**src/rtl/pc_fetch_ctrl.sv**
```systemverilog
// Program-counter and instruction-fetch sequencer: IDLE -> REQ -> WAIT -> EXEC loop with branch redirect.
// Optional misaligned-branch-target trap is enabled by defining PC_MISALIGN_TRAP_EN.
module pc_fetch_ctrl #(
  parameter int              XLEN     = 32,
  parameter logic [XLEN-1:0] RESET_PC = 32'h0000_0000,
  parameter logic [XLEN-1:0] TRAP_VEC = 32'h0000_0100
) (
  input  logic            clk,
  input  logic            rst_n,
  input  logic            take_branch,
  input  logic [XLEN-1:0] imm,
  input  logic            stall,
  output logic            imem_req_valid,
  input  logic            imem_req_ready,
  output logic [XLEN-1:0] imem_addr,
  input  logic            imem_rsp_valid,
  output logic            instr_valid,
  output logic [XLEN-1:0] pc,
  output logic [XLEN-1:0] pc_plus4,
  output logic            trap,
  output logic [XLEN-1:0] bad_addr
);

  typedef enum logic [1:0] {
    IDLE = 2'b00,
    REQ  = 2'b01,
    WAIT = 2'b10,
    EXEC = 2'b11
  } state_t;

`ifdef PC_MISALIGN_TRAP_EN
  localparam logic TRAP_EN = 1'b1;
`else
  // Without the trap the target is loaded as-is and trap/bad_addr stay at their reset value of 0.
  localparam logic TRAP_EN = 1'b0;
`endif

  localparam logic [XLEN-1:0] PC_STEP = {{(XLEN-3){1'b0}}, 3'b100};

  function automatic logic misaligned(input logic [1:0] lsb);
    return (lsb != 2'b00);
  endfunction

  state_t          state_r;
  state_t          state_nxt_s;
  logic [XLEN-1:0] pc_r;
  logic [XLEN-1:0] pc_nxt_s;
  logic [XLEN-1:0] seq_s;
  logic [XLEN-1:0] target_s;
  logic            trap_r;
  logic            trap_nxt_s;
  logic [XLEN-1:0] bad_addr_r;
  logic [XLEN-1:0] bad_nxt_s;
  logic            req_valid_r;
  logic            instr_valid_r;

  assign seq_s    = pc_r + PC_STEP;
  assign target_s = pc_r + imm;

  // Next-state and next-PC selection; branch inputs only matter on a non-stalled EXEC cycle.
  always_comb begin
    state_nxt_s = state_r;
    pc_nxt_s    = pc_r;
    trap_nxt_s  = 1'b0;
    bad_nxt_s   = bad_addr_r;
    case (state_r)
      IDLE: state_nxt_s = REQ;
      REQ: begin
        if (imem_req_ready) begin
          state_nxt_s = WAIT;
        end else begin
          state_nxt_s = REQ;
        end
      end
      WAIT: begin
        if (imem_rsp_valid) begin
          state_nxt_s = EXEC;
        end else begin
          state_nxt_s = WAIT;
        end
      end
      EXEC: begin
        if (stall) begin
          state_nxt_s = EXEC;
        end else begin
          state_nxt_s = REQ;
          if (take_branch) begin
            if (TRAP_EN && misaligned(target_s[1:0])) begin
              pc_nxt_s   = TRAP_VEC;
              trap_nxt_s = 1'b1;
              bad_nxt_s  = target_s;
            end else begin
              pc_nxt_s = target_s;
            end
          end else begin
            pc_nxt_s = seq_s;
          end
        end
      end
      default: state_nxt_s = IDLE;
    endcase
  end

  // State, PC and registered handshake/trap outputs.
  always_ff @(posedge clk or negedge rst_n) begin
    if (!rst_n) begin
      state_r       <= IDLE;
      pc_r          <= RESET_PC;
      trap_r        <= 1'b0;
      bad_addr_r    <= '0;
      req_valid_r   <= 1'b0;
      instr_valid_r <= 1'b0;
    end else begin
      state_r       <= state_nxt_s;
      pc_r          <= pc_nxt_s;
      trap_r        <= trap_nxt_s;
      bad_addr_r    <= bad_nxt_s;
      req_valid_r   <= (state_nxt_s == REQ);
      instr_valid_r <= (state_nxt_s == EXEC);
    end
  end

  assign imem_req_valid = req_valid_r;
  assign imem_addr      = pc_r;
  assign instr_valid    = instr_valid_r;
  assign pc             = pc_r;
  assign pc_plus4       = seq_s;
  assign trap           = trap_r;
  assign bad_addr       = bad_addr_r;

endmodule

```
**config.mk**
```make
export PLATFORM = sky130hd
export DESIGN_NAME = pc_fetch_ctrl
export DESIGN_NICKNAME = d
export VERILOG_FILES = /design/src/rtl/pc_fetch_ctrl.sv
export SDC_FILE = /design/constraint.sdc
export NUM_CORES = 1
export LEC_CHECK = 0
export CAP_MARGIN = 20
export CORE_AREA = 3 3 144 146
export DETAILED_ROUTE_END_ITERATION = 10
export DIE_AREA = 0 0 147 149
export DONT_BUFFER_PORTS = 1
export PLACE_DENSITY_LB_ADDON = 0.05
export SLEW_MARGIN = 20
export SYNTH_ARGS = -nofsm -noshare
export SYNTH_HDL_FRONTEND = slang
export SYNTH_SLANG_ARGS = --single-unit
export TNS_END_PERCENT = 1
```
**constraint.sdc**
```tcl
create_clock -name clk -period 7.4 [get_ports clk]
set_input_delay 1.11 -clock clk [delete_from_list [all_inputs] [get_ports clk]]
set_output_delay 1.11 -clock clk [all_outputs]
set_load 0.01 [all_outputs]
```
======== Yosys cells after proc, flatten, opt, wreduce, memory -nomap -nowiden ========
Index checks and enable logic that the tools add are counted.
operators by class
  reductions and logical operators ........ 2
  multiplexer cells ....................... 5
  bitwise logic cells ..................... 1
  $add $sub $neg .......................... 2
  eq/ne operators ......................... 5
operators by type and width
  operator               number
  $add 32x3->32 const B  1
  $add 32x32->32         1
  $mux 32                1
  $pmux 2 s4             1
  $eq 2x2->1 const B     3
  $eq 2x1->1 const B     2
  $mux 2                 2
  $logic_not 2->1        1
  $reduce_and 2->1       1
  $mux 1                 1
  $not 1->1              1
word-level totals
  input port bits ......................... 38
  output and inout port bits .............. 131
  register bits after elaboration ......... 36

======== Longest topological paths before layout ========
Gate-level depths: netlist of run 1.
  depth in word-level cells ............... 3
  gate-level depth with buffers ........... 12
  gate-level depth less buffers ........... 12

======== Worst setup path before layout of run 1 ========
OpenSTA, ideal clock, no wires.
  path type ............................... reg2out
  start ................................... reg pc_r[2] (netlist: imem_addr[2])
  end ..................................... out pc_plus4[30]
  cell stages (with the launch flop) ...... 10
  data arrival time ....................... 2.029 ns
  setup slack ............................. 4.261 ns
  path through ............................ dfrtp_1 -> ha_1 -> and3_1 -> buf_2 -> nand2_1 -> nor2_4 -> nand3_2 -> nor2_1 -> and4_1 -> xor2_1
on the way
  cells in the longest elaborated chain, start to end .. 1
ends and longest elaborated chain
  element                   line  RTL
  start: declaration        46    logic [XLEN-1:0] pc_r;
  start signal: assignment  115   pc_r <= pc_nxt_s;
  $add 32x3->32             57    assign seq_s = pc_r + PC_STEP;
  end: declaration          19    output logic [XLEN-1:0] pc_plus4,
Every way passes these cells.

======== Worst setup path after layout of run 1 ========
Same ends and word-level chain as after synthesis.

==> metrics.txt, run 1 <==
status=completed; Avg Cell Area, Syn=a little under 8 µm²; DP HPWL=12600 µm; CTS sink count=36; Slew HR=a little over a third; maximum clock frequency=around 250 MHz; CTS tree=built; starting DRC count in detailed routing=206; pin count of the biggest net entering global routing=50; CTS Root Cell=clkbuf_16; Core Region=19500 µm²; DRT antenna net count=0; Cell Area, Synth=roughly 4600 µm²; post-synthesis sequential area ratio=between 15 and 20%; Leak=1.99 nW; clock buffer depth=2; first-pass GRT wire length=26000 µm; synth warn=0; CP endpoint kind=output pin; chip width=147 µm; routability cong.=around 0.79; Fin. Hold Viols=0; final setup violation count=0; final core utilization=about a quarter; port bufs=0; critical setup path kind=flip-flop to output pin; Distinct cells, synth=approximately 70; total grt overflow=0; CP startpoint=imem_addr[2]; global-route usage over all layers=15.4%; PostCTS Resize Cnt=0; antenna violations before repair=0; post-CTS setup buffers=0; vias in the first global route=just over 4000; Critical Path End=pc_plus4[30]; min Tclk post-route=a little over 4 ns; die area=21900 µm²; H-tree depth=2; FP Rows=a little over 50; Max VDD drop=approximately 0.13 mV; Pre-antenna DRT Iters=4; CTS clk-pin slew, worst paths=0.07 ns; unrepaired setup endpoints after global routing=false; r2r startpoint=imem_addr[6]; worst-margin pin slew=between 0.9 and 1 ns; PwrDens=between 400 and 500 nW/µm²; Crit Reg-Reg Endpoint=imem_addr[31]; Vert. Die Dim=about 150 µm; clock skew=approximately 0.0073 ns; FF-to-FF setup slack=between 4 and 5 ns; maxcap violations=0; CP max FO=9; hold_buf cts=0; async set-reset flop share out of synthesis=100%; period utilization=a little over half; reg2reg path depth=10; #FFs+latches synth=36; share of layout cells above drive strength 1=between 7 and 8%; initial core utilization=between 20% and 30%; post-synthesis cell count=roughly 610; cts bufs inserted=5; HP Class=primary input to asynchronous set/reset pin; critical path data required time=between 6 and 7 ns; final WL=16900 µm; setup TNS=0 ns; Post-route DRC=0; fill count=2225; worst skew pair latency=roughly 0.3 ns; IO Pins=~170; vias=between 4000 and 5000; vias per inst=around 5; antenna cell count=0; Layout Nets=620; drt wl/cell=between 20 and 25 µm; CP startpoint kind=flip-flop; ys flop type=dfrtp_1; Critical Path AT=~2.9 ns; Slew Limit Fails=0; Post-synth EDFFs=0; Layout area overhead=0.161%
[cell usage after synthesis, types with 9 or more instances]
cell | n | area (µm²)
nand4_1 | 11 | 68.8
nand3_1 | 26 | 130
dfrtp_1 | 36 | 901
o21ai_0 | 33 | 165
clkbuf_1 | 20 | 75.1
nor2_1 | 46 | 173
and3_1 | 13 | 81.3
a21o_1 | 24 | 180
buf_2 | 9 | 45.0
ha_1 | 32 | 400
xor2_1 | 20 | 175
a21oi_1 | 44 | 220
xnor2_1 | 28 | 245
nor3_1 | 15 | 75.1
a31oi_1 | 9 | 56.3
buf_4 | 67 | 503
nand2_1 | 50 | 188
o21ai_1 | 13 | 65.1
inv_1 | 16 | 60.1
[worst min-delay path by stage]
stage / start / endpoint / slack, ns / cells past startpoint
finish: rst_n / imem_addr[8] / 0.50 / 0
global route: rst_n / imem_addr[9] / 0.48 / 0
CTS: rst_n / imem_addr[8] / 0.48 / 0
detailed placement: state_r[0] / state_r[0] / 0.54 / 1
global placement: state_r[0] / state_r[0] / 0.53 / 1
floorplan: state_r[0] / state_r[0] / 0.49 / 1
[state kept, by name (all words and copies together) (netlist names)]
signal          count
instr_valid         1
state_r             2
imem_addr          32
imem_req_valid      1
[area by class of cell]
class	instances	area (µm²)	share of cell area, %
flip-flops and latches	36	901	19.4
clock inverters	2	35.0	0.753
inverters	16	60.1	1.29
well taps	265	332	7.12
multi-input cells	487	3180	68.2
repair buffers	3	22.5	0.484
clock buffers	6	129	2.77
[logic make-up (layout without fill, tap and decap cells)]
| group | Yosys count | after routing | share of synthesized area (%) |
|---|---|---|---|
| DFF | 36 | 36 | 19.4 |
| adders and majority gates | 33 | 33 | 9.05 |
| xor gates and xnor gates | 48 | 48 | 9.05 |
| buffers and inverters | 114 | 27 | 14.9 |
| muxes | 8 | 8 | 1.86 |
| other | 1 | 33 | 0.0807 |
| and+or+nand+nor | 195 | 195 | 21.5 |
| AOI/OAI and AO/OA | 170 | 170 | 24.2 |
[where the power goes]
part / total [mW] / internal [mW] / switching [mW]
Combinational: 1.21 / 0.483 / 0.731
Clock: 0.261 / 0.159 / 0.102
Sequential: 0.619 / 0.287 / 0.332
[cells in the final DEF (no fill, tap or decap), drive strengths merged, types with 24 or more instances in the layout]
cell,n
xnor2,28
ha,32
conb,33
nand2,50
nand3,30
dfrtp,36
o21ai,48
a21oi,45
a21o,24
nor2,47
[through the flow]
stage	instances	total power, mW	instance area [µm²]	worst slack (ns)	hold WS, ns
2_1_floorplan	637	1.64	4770	4.26	0.490
3_5_place_dp	807	1.85	4490	3.69	0.537
4_1_cts	815	2.12	4650	3.34	0.485
5_1_grt	815	2.30	4650	3.18	0.481
6_report	815	2.09	4650	3.37	0.499
3_3_place_gp	807	1.87	4490	3.78	0.533
[routing by layer]
layer	GRT usage, %	vias to the layer above	routed length (µm)	share of wire (%)
met3	3.95	17	1070	6.3
met1	20.3	1930	7760	46
li1	-	1952	-	-
met4	3.91	0	246	1.5
met5	0	-	0	0
met2	25.1	115	7870	46
[worst max-delay path: stages, from the launching register on]
cell     delay [ns]
dfrtp_1        0.61
ha_1           0.30
and3_1         0.27
nand2_1        0.15
nor2_4         0.20
nand3_2        0.16
nor2_1         0.34
and4_1         0.31
xor2_1         0.28
(Power assumes the default switching activity.)
==> run 2, diff against run 1 <==
- clock period: 7.4 -> 3.3 ns (I/O delays scaled with it)
==> run 2 against run 1 <==
Effect of this change:
- global-route usage about the same
- total power up 140%
- clock skew down 0.0018 ns
- non-clock buffer count up 20
- die area unchanged
- worst setup slack worse by 3.2 ns
- combinational power rose to 2.6 times the previous value
- register-to-register slack worse by 4.1 ns
- sequential cell count unchanged
- critical path depth unchanged
- critical endpoint is now pc_plus4[27]
- largest cell class unchanged
==> metrics.txt, run 2 (synthesis results as in run 1) <==
status=completed; chip width=147 µm (unchanged); commonest cells after routing, fill and taps aside=nand2_1 (50), nor2_1 (45), a21oi_1 (44); CTS sink count=36 (unchanged); Logic pwr share=63.6% (+5.6 points); Worst path slowest cell=dfrtp_1; Max VDD drop=0.373 mV (+190%); routability cong.=0.809 (+1.9%); CTS Root Cell=clkbuf_16; vias=4089 (+1.9%); WL met1=7700 µm (-0.71%); Internal=2.38 mW (+160%); port bufs=0 (unchanged); CTS tree=built; FP Rows=51 (unchanged); drt wl/cell=20.3 µm (-2.4%); Layout area overhead=5.14%; DRT antenna net count=0 (unchanged); commonest non-fill, non-tap cell in the layout=nand2_1; pin count of the biggest net entering global routing=50 (unchanged); worst-margin pin slew=0.982 ns (+0.0164 ns); Worst path max stage delay=0.50 ns (-0.11 ns); Slew Limit Fails=0 (unchanged); Layout Nets=640 (+3.2%); max reg flops=32 (unchanged); Final Worst Setup Slack=0.200 ns (-3.17 ns); min Tclk post-route=3.10 ns; maxcap violations=0 (unchanged); Max Used Layer=met4; die area=21900 µm² (unchanged); clock buffer depth=2 (unchanged); cts bufs inserted=5 (unchanged); critical setup path kind=flip-flop to output pin; starting DRC count in detailed routing=165 (-20%); unrepaired setup endpoints after global routing=false; CP max FO=6 (-3); Critical Path AT=2.61 ns (-0.31 ns); switching pwr=2.65 mW (+130%); CTS clk-pin slew, worst paths=0.07 ns (about the same); worst skew pair latency=0.30 ns (about the same); vias per inst=4.90 (-0.57%); CP startpoint kind=flip-flop; placed insts=826 (+2.4%); H-tree depth=2 (unchanged); first-pass GRT wire length=26200 µm (+0.80%); Vert. Die Dim=149 µm (unchanged); HP Class=primary input to asynchronous set/reset pin; total grt overflow=0 (unchanged); CP endpoint kind=output pin; Leak=2.12 nW (+6.5%); final core utilization=25.0% (+1.2 points); FF-to-FF setup slack=0.31 ns (-4.09 ns); setup TNS=0 ns (unchanged); initial core utilization=23.8% (unchanged); hold slack=0.0370 ns (-0.462 ns); vias in the first global route=4249 (+3.3%); met2 routed WL=8130 µm (+3.4%); met3 wire len=874 µm (-18%); crit-path cells=buf_4, nand3_1, nor3_4, nand2_1, nor3_2, nand3_2, nor2_1, xor2_1; antenna violations before repair=0 (unchanged); share of layout cells above drive strength 1=11.2% (+4.1 points); critical path data required time=2.80 ns (-3.49 ns); clock skew=0.00557 ns (-0.00176 ns); final setup violation count=0 (unchanged); Seq pwr share=21.5% (-8.1 points); Fin. Hold Viols=0 (unchanged); Slew HR=34.5% (-0.93 points); fin cells=835 (+2.5%); global-route usage over all layers=15.4% (+0.035 points); DP HPWL=13000 µm (+2.7%); maximum clock frequency=323 MHz; Pre-antenna DRT Iters=6 (+2); sw frac=52.6% (-3.0 points); Clk pwr share=14.9% (+2.4 points); final WL=16900 µm (about the same); Place WS=0.321 ns (-3.37 ns); antenna cell count=0 (unchanged); PwrDens=1030 nW/µm² (+130%); Post-route DRC=0 (unchanged); IO Pins=169 (unchanged); Core Region=19500 µm² (unchanged); period utilization=between 90% and 100%
run 2: timing repair:
item / CTS / global route
endpoints found under the setup margin: 1 / 6
hold endpoints to repair: 36 / 0
pin swaps: 1 / 1
hold buffers: 1 / 0
buffers inserted: 0 / 0
resized for setup: 0 / 4
run 2: through the flow:
step,area (µm²),power (mW)
2_1_floorplan,4770,3.68
3_3_place_gp,4630,4.35
3_5_place_dp,4630,4.31
4_1_cts,4880,5.11
5_1_grt,4890,5.50
6_report,4890,5.03
run 2: path summary, 6_finish.rpt:
kind | from | to | cells after the start
worst min-delay path | rst_n | imem_addr[9] | 1
worst min register to register | state_r[0] | state_r[0] | 1
worst max register to register | imem_addr[0] | imem_addr[30] | 12
max in group asynchronous | rst_n | imem_addr[3] | 1
min in group clk | imem_req_ready | state_r[0] | 1
worst max-delay path | imem_addr[8] | pc_plus4[27] | 8
run 2: power by group through the flow:
stage               Sequential, mW  Combinational [mW]  Clock [mW]
global placement              1.10                3.25           0
detailed placement            1.09                3.21           0
floorplan                     1.04                2.64           0
finish                        1.08                3.20       0.752
global route                  1.14                3.58       0.787
CTS                           1.09                3.25       0.772
run 2: metal layers:
layer | track usage (%) | vias up
met3 | 3.31 | 12
li1 | - | 1982
met1 | 20.0 | 1976
met5 | 0 | -
met4 | 3.91 | 0
met2 | 26.1 | 119
run 2: critical path: cells and delay by family, from the launching register on:
kind          cells  cell delay [ns]
simple gates      6             1.30
buf+inv           1             0.20
flops             1             0.50
xor+xnor          1             0.30
run 2: cell type report:
type	count	area [µm²]
Timing Repair Buffer	23	193
Tap cell	265	332
Clock buffer	5	125
Multi-Input combinational cell	487	3180
Sequential cell	36	903
Fill cell	2220	14600
Inverter	16	60.1
Clock inverter	3	90.1
==> run 3, diff against run 2 <==
--- a/config.mk
+++ b/config.mk
@@ -12,2 +12,3 @@
 export DONT_BUFFER_PORTS = 1
+export GPL_TIMING_DRIVEN = 0
 export PLACE_DENSITY_LB_ADDON = 0.05
==> constraint.sdc (replaced) <==
create_clock -name clk -period 3.9 [get_ports clk]
set_input_delay 0.39 -clock clk [delete_from_list [all_inputs] [get_ports clk]]
set_output_delay 0.39 -clock clk [all_outputs]
set_load 0.01 [all_outputs]
==> run 3 against run 2 <==
Effect of this change:
- via count increased by 6.5%
- largest cell class unchanged
- highest routed layer unchanged
- non-clock buffer count increased by 77
- first-iteration DRC count increased by 32%
==> metrics.txt, run 3 (synthesis results as in run 1) <==
status=completed; DP HPWL=13900 µm (+7.6%); cts bufs inserted=5 (unchanged); CP endpoint kind=output pin; r2r startpoint=imem_addr[3]; pin count of the biggest net entering global routing=37 (-26%); vias per inst=4.78 (-2.5%); chip width=147 µm (unchanged); Critical Path AT=2.87 ns (+0.26 ns); Slew Limit Fails=0 (unchanged); CTS clk-pin slew, worst paths=0.06 ns (about the same); port bufs=0 (unchanged); commonest non-fill, non-tap cell in the layout=buf_4; Max VDD drop=0.284 mV (-24%); critical setup path kind=flip-flop to output pin; Post-DP Area=5100 µm² (+10%); Post-route DRC=0 (unchanged); min Tclk post-route=about 3.3 ns; first-pass GRT wire length=26600 µm (+1.7%); Worst path max stage delay=0.57 ns (+0.07 ns); critical path data required time=3.51 ns (+0.71 ns); final setup violation count=0 (unchanged); Leak=2.40 nW (+14%); initial core utilization=23.8% (unchanged); reg2reg path depth=10 (-2); FP Rows=51 (unchanged); Layout Nets=717 (+12%); Hold Crit Start=imem_req_ready; worst skew pair latency=0.29 ns (about the same); share of layout cells above drive strength 1=17.5% (+6.2 points); Layout area overhead=14.1%; IO Pins=169 (unchanged); crit-path cells=ha_1, and3_1, buf_2, nand2_1, nor2_4, nand3_2, nor2_1, and4_1, xor2_1; antenna violations before repair=0 (unchanged); CP startpoint kind=flip-flop; post-route cell area=5300 µm² (+8.5%); global-route usage over all layers=15.7% (+0.30 points); Slew HR=48.9% (+14 points); unrepaired setup endpoints after global routing=false; period utilization=between 80% and 90%; routability cong.=0.824 (+1.9%); HP Class=primary input to flip-flop; max reg flops=32 (unchanged); Crit Reg-Reg Endpoint=imem_addr[29]; CTS Root Cell=clkbuf_16; DRT antenna net count=0 (unchanged); clock buffer depth=2 (unchanged); WHS Endpoint=state_r[0]; clock skew=0.00525 ns (-0.000317 ns); PwrDens=812 nW/µm² (-21%); antenna cell count=0 (unchanged); CP Buf/Inv Count=1 (unchanged); maximum clock frequency=307 MHz; CTS tree=built; die area=21900 µm² (unchanged); total grt overflow=0 (unchanged); Worst path slowest cell=dfrtp_1; worst-margin pin slew=0.767 ns (-0.216 ns); Vert. Die Dim=149 µm (unchanged); commonest cells after routing, fill and taps aside=buf_4 (67), nand2_1 (50), nor2_1 (46); CP max FO=9 (+3); vias in the first global route=4413 (+3.9%); drt wl/cell=19.4 µm (-4.6%); Pre-antenna DRT Iters=5 (-1); vias=4355 (+6.5%); critical path's top delay family=simple AND/OR/NAND/NOR gates; CTS sink count=36 (unchanged); FF-to-FF setup slack=0.85 ns (+0.54 ns); H-tree depth=2 (unchanged); setup TNS=0 ns (unchanged); final WL=17700 µm (+4.2%); Core Region=19500 µm² (unchanged); hold slack=0.229 ns (+0.192 ns); Fin. Hold Viols=0 (unchanged); maxcap violations=0 (unchanged); starting DRC count in detailed routing=217 (+32%); hold path cells=1
## run 3: routing by layer
layer / global-route usage [%] / up-vias / routed length, µm
met1: 20.5 / 2059 / 7870
li1: - / 2138 / -
met4: 2.75 / 0 / 126
met5: 0 / - / 0
met2: 27.2 / 152 / 8510
met3: 3.28 / 6 / 1170
## run 3: area by class of cell
cell class | instances | area [µm²]
clock inverters | 2 | 35.0
flip-flops and latches | 36 | 901
fillers | 2210 | 14200
well taps | 265 | 332
inverters | 16 | 60.1
repair buffers | 2 | 37.5
plain buffers | 98 | 631
clock buffers | 6 | 129
multi-input cells | 487 | 3180
## run 3: worst max path at each step
stage	start	to	slack [ns]	cells after the start
finish	imem_addr[2]	pc_plus4[30]	0.64	9
global route	imem_addr[2]	pc_plus4[30]	0.43	9
CTS	imem_addr[2]	pc_plus4[30]	0.63	9
detailed placement	imem_addr[3]	imem_addr[29]	0.84	10
global placement	imem_addr[3]	imem_addr[29]	0.81	10
floorplan	imem_addr[0]	imem_addr[24]	1.43	12
## run 3: report_power, final
part	leakage (nW)	internal, mW	total (mW)	switching [mW]
logic	1.89	1.15	2.81	1.66
clock network	0.0808	0.302	0.482	0.181
registers	0.432	0.549	1.01	0.460
## run 3: through the flow
stage / util [%] / total power, mW / instances / worst slack, ns
final: 27.1 / 4.30 / 912 / 0.642
after global routing: 27.1 / 4.71 / 912 / 0.431
after CTS: 27.1 / 4.36 / 912 / 0.631
after floorplan: - / 3.12 / 637 / 1.43
after detailed placement: 26.1 / 3.84 / 902 / 0.836
after global placement: 26.1 / 3.84 / 902 / 0.811
## run 3: repair_timing
item / in CTS / in global routing
endpoints found under the setup margin: 0 / 0
setup buffers: 0 / 0
gates resized for setup: 0 / 0
hold buffers: 2 / 0
endpoints found under the hold margin: 36 / 0
## run 3: worst register-to-register path, cell delays in order (launching register included)
cell     delay (ns)
dfrtp_1        0.50
ha_1           0.40
a21o_1         0.20
a21oi_1        0.12
o21ai_1        0.16
a21oi_1        0.33
o21ai_1        0.28
a311o_1        0.46
a41oi_2        0.22
xor2_1         0.18
o21ai_1        0.07
